File: config.mk
export PLATFORM = sky130hd
export DESIGN_NAME = panda_fetch
export DESIGN_NICKNAME = d
export VERILOG_FILES = /design/src/rtl/panda_pkg.sv /design/src/rtl/panda_fetch_fifo.sv /design/src/rtl/panda_fetch.sv
export SDC_FILE = /design/constraint.sdc
export NUM_CORES = 1
export LEC_CHECK = 0
export CORE_UTILIZATION = 35
export DETAILED_ROUTE_END_ITERATION = 6
export PLACE_DENSITY = 0.64
export SYNTH_ARGS = -nofsm -noshare
export SYNTH_HDL_FRONTEND = slang
export SYNTH_HIERARCHICAL = 1
export SYNTH_SLANG_ARGS = --single-unit
File: constraint.sdc
create_clock -name clk_i -period 11.2 [get_ports clk_i]
set_input_delay 3.36 -clock clk_i [delete_from_list [all_inputs] [get_ports clk_i]]
set_output_delay 3.36 -clock clk_i [all_outputs]
set_load 0.03 [all_outputs]
File: src/rtl/panda_pkg.sv
// Shared types for the panda fetch stage.
// Latency: n/a (types and constants only).
// Backpressure: n/a.
package panda_pkg;

    // Architectural PC width. The fetch entry layout below is sized by it.
    localparam int unsigned XLEN = 32;

    // Canonical RISC-V NOP (addi x0, x0, 0).
    localparam logic [31:0] NOP = 32'h0000_0013;

    typedef struct packed {
        logic [XLEN-1:0] pc;
        logic [31:0]     instr;
    } fetch_entry_t;

    typedef enum logic {
        FetchRun,
        FetchDiscard
    } fetch_state_e;

endpackage

File: src/rtl/panda_fetch_fifo.sv
// Generic synchronous FIFO with a synchronous clear.
// Latency: a push becomes visible at data_o one cycle later (no bypass).
// Backpressure: a push while full is dropped unless a pop happens in the same cycle.
//
// Ports: clk_i/rst_ni clock and async active-low reset; clear_i empties the FIFO
// and wins over push/pop; push_i/data_i write; pop_i/data_o read the head;
// empty_o/full_o/count_o report occupancy.
module panda_fetch_fifo #(
    parameter int unsigned DataWidth = 32,
    parameter int unsigned Depth     = 2
) (
    input  logic                         clk_i,
    input  logic                         rst_ni,
    input  logic                         clear_i,
    input  logic                         push_i,
    input  logic [DataWidth-1:0]         data_i,
    input  logic                         pop_i,
    output logic [DataWidth-1:0]         data_o,
    output logic                         empty_o,
    output logic                         full_o,
    output logic [$clog2(Depth+1)-1:0]   count_o
);

    localparam int unsigned PtrW = $clog2(Depth);
    localparam int unsigned CntW = $clog2(Depth + 1);

    logic [DataWidth-1:0] mem [Depth];
    logic [PtrW-1:0]      wr_ptr;
    logic [PtrW-1:0]      rd_ptr;
    logic [CntW-1:0]      count;
    logic                 do_push;
    logic                 do_pop;

    assign empty_o = (count == '0);
    assign full_o  = (count == CntW'(Depth));
    assign count_o = count;
    assign data_o  = mem[rd_ptr];

    assign do_pop  = pop_i & ~empty_o;
    // A pop frees the slot in the same cycle, so push-while-full is fine then.
    assign do_push = push_i & (~full_o | do_pop);

    // Depth is a power of two, so the pointers wrap on their own.
    always_ff @(posedge clk_i or negedge rst_ni) begin
        if (!rst_ni) begin
            wr_ptr <= '0;
            rd_ptr <= '0;
            count  <= '0;
        end else if (clear_i) begin
            wr_ptr <= '0;
            rd_ptr <= '0;
            count  <= '0;
        end else begin
            if (do_push) wr_ptr <= wr_ptr + 1'b1;
            if (do_pop)  rd_ptr <= rd_ptr + 1'b1;
            count <= count + CntW'(do_push) - CntW'(do_pop);
        end
    end

    always_ff @(posedge clk_i) begin
        if (do_push && !clear_i) mem[wr_ptr] <= data_i;
    end

endmodule

File: src/rtl/panda_fetch.sv
// Instruction fetch: in-order req/gnt/rvalid memory port feeding a {pc, instr} buffer for decode.
// Latency: gnt -> instr_valid_o at least 2 cycles (response registered in the buffer first).
// Backpressure: requests stop once outstanding + buffered reaches FifoDepth; decode stalls via instr_ready_i.
//
// Ports: clk_i/rst_ni clock and async active-low reset; pc_i/pc_en_o link to the PC
// register (pc_en_o pulses on every grant); flush_i squashes everything in flight;
// instr_req_o/instr_addr_o/instr_gnt_i/instr_rvalid_i/instr_rdata_i memory port;
// instr_valid_o/instr_ready_i/instr_o/instr_pc_o decode handshake; misalign_o sticky
// misaligned-PC flag.
// Build option: define PANDA_FETCH_MISALIGN_CHECK_EN to block fetches from PCs with
// pc_i[1:0] != 0 and raise misalign_o until the next flush; otherwise misalign_o is 0.
module panda_fetch
    import panda_pkg::*;
#(
    parameter int unsigned Width     = XLEN,
    parameter int unsigned FifoDepth = 2
) (
    input  logic             clk_i,
    input  logic             rst_ni,
    input  logic [Width-1:0] pc_i,
    output logic             pc_en_o,
    input  logic             flush_i,
    output logic             instr_req_o,
    output logic [Width-1:0] instr_addr_o,
    input  logic             instr_gnt_i,
    input  logic             instr_rvalid_i,
    input  logic [31:0]      instr_rdata_i,
    output logic             instr_valid_o,
    input  logic             instr_ready_i,
    output logic [31:0]      instr_o,
    output logic [Width-1:0] instr_pc_o,
    output logic             misalign_o
);

    localparam int unsigned CntW = $clog2(FifoDepth + 1);
    localparam int unsigned SumW = CntW + 1;

    fetch_state_e    state_q;
    logic [CntW-1:0] discard_q;
    logic [CntW-1:0] outstanding;
    logic [CntW-1:0] fifo_count;
    logic [CntW-1:0] pending_after;
    logic [Width-1:0] rsp_addr;
    fetch_entry_t    push_entry;
    fetch_entry_t    head_entry;
    logic            fifo_empty;
    logic            credit_ok;
    logic            issue_ok;
    logic            addr_ok;
    logic            keep_rsp;
    logic            pop_head;
    logic            unused_full;

    // Buffer space is reserved at grant time: a response always has a slot.
    assign credit_ok = (SumW'(outstanding) + SumW'(fifo_count)) < SumW'(FifoDepth);

    // rst_ni gating keeps the request low while reset is held, when the
    // cleared counters would otherwise advertise free credit.
    assign issue_ok    = rst_ni & (state_q == FetchRun) & ~flush_i & credit_ok;
    assign instr_req_o = issue_ok & addr_ok;
    assign instr_addr_o = pc_i;
    assign pc_en_o     = instr_req_o & instr_gnt_i;

    // Responses still owed by memory once this cycle's rvalid is consumed.
    assign pending_after = outstanding - CntW'(instr_rvalid_i);

    // Stale responses are dropped during DISCARD and in the flush cycle itself.
    assign keep_rsp   = instr_rvalid_i & (state_q == FetchRun) & ~flush_i;
    assign push_entry = {rsp_addr, instr_rdata_i};
    assign pop_head   = instr_valid_o & instr_ready_i;

`ifdef PANDA_FETCH_MISALIGN_CHECK_EN
    logic misalign_q;

    assign addr_ok    = ~misalign_q & (pc_i[1:0] == 2'b00);
    assign misalign_o = misalign_q;

    always_ff @(posedge clk_i or negedge rst_ni) begin
        if (!rst_ni) begin
            misalign_q <= 1'b0;
        end else if (flush_i) begin
            misalign_q <= 1'b0;
        end else if (issue_ok && pc_i[1:0] != 2'b00) begin
            misalign_q <= 1'b1;
        end
    end
`else
    assign addr_ok    = 1'b1;
    assign misalign_o = 1'b0;
`endif

    // Address queue: never cleared, every response in flight still pops it.
    panda_fetch_fifo #(
        .DataWidth (Width),
        .Depth     (FifoDepth)
    ) u_addr_q (
        .clk_i   (clk_i),
        .rst_ni  (rst_ni),
        .clear_i (1'b0),
        .push_i  (pc_en_o),
        .data_i  (pc_i),
        .pop_i   (instr_rvalid_i),
        .data_o  (rsp_addr),
        .empty_o (),
        .full_o  (unused_full),
        .count_o (outstanding)
    );

    panda_fetch_fifo #(
        .DataWidth ($bits(fetch_entry_t)),
        .Depth     (FifoDepth)
    ) u_entry_q (
        .clk_i   (clk_i),
        .rst_ni  (rst_ni),
        .clear_i (flush_i),
        .push_i  (keep_rsp),
        .data_i  (push_entry),
        .pop_i   (pop_head),
        .data_o  (head_entry),
        .empty_o (fifo_empty),
        .full_o  (),
        .count_o (fifo_count)
    );

    assign instr_valid_o = ~fifo_empty;
    assign instr_o       = instr_valid_o ? head_entry.instr : '0;
    assign instr_pc_o    = instr_valid_o ? head_entry.pc    : '0;

    // DISCARD counts down the responses that belong to the squashed path.
    // A flush in either state reloads the count from what is still owed.
    always_ff @(posedge clk_i or negedge rst_ni) begin
        if (!rst_ni) begin
            state_q   <= FetchRun;
            discard_q <= '0;
        end else if (flush_i) begin
            discard_q <= pending_after;
            state_q   <= (pending_after != '0) ? FetchDiscard : FetchRun;
        end else if (state_q == FetchDiscard && instr_rvalid_i) begin
            discard_q <= discard_q - CntW'(1);
            if (discard_q == CntW'(1)) state_q <= FetchRun;
        end
    end

endmodule
==> out/qor.yml <==
layout:
  diodes: 0
  final_cells: 975
  drive_gt1_share_pct: 14.6
  area_delta_synth_final_pct: 30.6
  final_nets: 716
  final_cell_area_um2: 10900
setup_path:
  critPathSlowestCell: "clkdlybuf4s50_1"
  rrSetupSlack_ps: 8320
  startpoint: "flush_i"
  rr_worst_depth: 7
  crit_buf_inv: 2
  critical-path-max-stage-delay_ps: 710
  r2r_end: "u_addr_q/mem[1][6]"
  path_common_cell: "clkdlybuf4s50_1"
  end_kind: "output pin"
  required_ps: 7840
  cp_cell_sequence: "clkdlybuf4s50_1, nor4_2, and3_1, clkdlybuf4s50_1"
  crit_path_end: "pc_en_o"
  start_kind: "input port"
  cp_data_arrival_time_ps: 5480
  cp.depth: 4
  worstPathMaxFanout: 15
  rr_startpoint: "u_entry_q/count_o[0]"
  critPathKind: "in2out"
  crit_family: "buffers and inverters"
timing:
  hold_viol: 0
  slew_headroom_pct: 37.1
  skew_ps: 8.19
  drv_slew: 0
  fin_crit_ps: 8840
  fin_setup_tns_ps: 0
  setup_violations: 0
  worst_pin_slew_ps: 944
  rsz0062_at_grt: "false"
  max_freq_mhz: 113
  period_share_pct: 78.9
  holdWs_ps: 558
power:
  ir_drop_v: 0.0000981
  p_leak_nw: 3.60
  p_total_mw: 1.68
  power_density_nw_per_um2: 153
placed_design:
  post_dp_cell_area_um2: 10200
  gp_congestion: 0.747
  io_buffers: 168
  dp_hpwl_um: 9350
  placed_cells: 935
die:
  fp.dieH_um: 157
  core_area_um2: 23500
  die_area_um2: 24500
  die_w_um: 157
  rows: 56
  io_pins: 170
  initial_utilization_pct: 35.7
clock_tree:
  cts_tree: "yes"
  post_cts_buffers: 0
  clockBufferDepth: 3
  numCtsBuffers: 23
  numClockSinks: 203
  clkLatencyLatePin_ps: 490
  cts_resized: 0
  clk_pin_slew_ps: 60
  cts_hold_buf: 0
  htree_levels: 1
  root_buffer: "clkbuf_16"
global_routing:
  grt_max_degree: 66
  grt_overflow_total: 0
  grt.total_usage_pct: 12.7
  grt_pass1_vias: 4603
  grt_pass1_wl_um: 24000
  antenna_found_initial: 0
drt:
  routedWlPerCell_um: 15.9
  drc: 0
  vias_per_cell: 4.49
  detail-route-antenna-nets: 0
  vias: 4374
  drt_first_pass_iters: 4
  drt_iter0_markers: 135
  wl_um: 15500
worst_hold_path:
  hold_class: "reg2reg"
  holdPathStages: 1
synth:
  syn_inst: 485
  syn_area_per_cell_um2: 17.3
  yosys_warnings: 6
  netlist_area_um2: 8370
run:
  maxCapViolCount: 0
run_status:
  status: "finished clean"
state kept, by name, indices dropped and copies added (netlist names):
name and count:
u_entry_q/mem 128, u_addr_q/mem 64, discard_q 2, u_addr_q/count_o 2, u_entry_q/count_o 2, state_q 1
u_addr_q/rd_ptr 1, u_addr_q/wr_ptr 1, u_entry_q/rd_ptr 1, u_entry_q/wr_ptr 1
layer usage:
metal | GRT usage, % | up-vias | routed length, um
li1 | - | 2070 | -
met1 | 14.8 | 2136 | 6310
met2 | 23.3 | 138 | 7880
met3 | 2.69 | 30 | 904
met4 | 4.06 | 0 | 445
met5 | 0 | - | 0
power by group:
part           internal [mW]  total [mW]  switching [mW]
combinational         0.0545       0.104          0.0490
sequential             0.844       0.854         0.00977
clock                  0.446       0.719           0.273
per-stage QoR:
stage                     utilization, %  setup WS (ps)
after floorplan                        -           1770
after global placement              43.5           2400
after CTS                           46.6           2340
after global routing                46.6           2170
final                               46.6           2360
after detailed placement            43.5           2340
how the worst min path moves through the flow:
stage,from,to,slack [ps]
6_report,u_addr_q/mem[1][31],u_entry_q/mem[0][63],560
5_1_grt,u_addr_q/mem[0][31],u_entry_q/mem[0][63],570
4_1_cts,u_addr_q/mem[1][6],u_entry_q/mem[1][38],560
3_5_place_dp,u_addr_q/mem[1][6],u_entry_q/mem[0][38],550
3_3_place_gp,u_addr_q/mem[1][0],u_entry_q/mem[0][32],540
2_1_floorplan,discard_q[1],discard_q[1],510
final cells by class:
cell class              instances  area (um2)
repair buffers                175        1730
multi-input cells             235        2020
well taps                     319         399
clock buffers                  31         606
clock inverters                 9         119
fillers                      2040       12500
flip-flops and latches        203        6050
inverters                       3        11.3
placed cells by master (no fill, tap or decap), types with 2 or more instances in the layout:
cell	count
clkinv_1	4
nand2b_1	4
nand2_1	2
nor2b_1	71
inv_1	3
ha_1	4
clkbuf_1	8
o21ai_1	3
o21ai_0	2
and3_1	2
conb_1	9
a21oi_1	3
nor3b_2	2
clkbuf_16	23
nand3_1	2
bufinv_16	3
mux2_2	48
clkdlybuf4s50_1	168
xor2_1	5
edfxtp_1	192
buf_4	7
dfrtp_1	9
nor3_2	2
mux2_1	51
nor2_1	10
No activity file was read; power rests on OpenSTA's default activity.
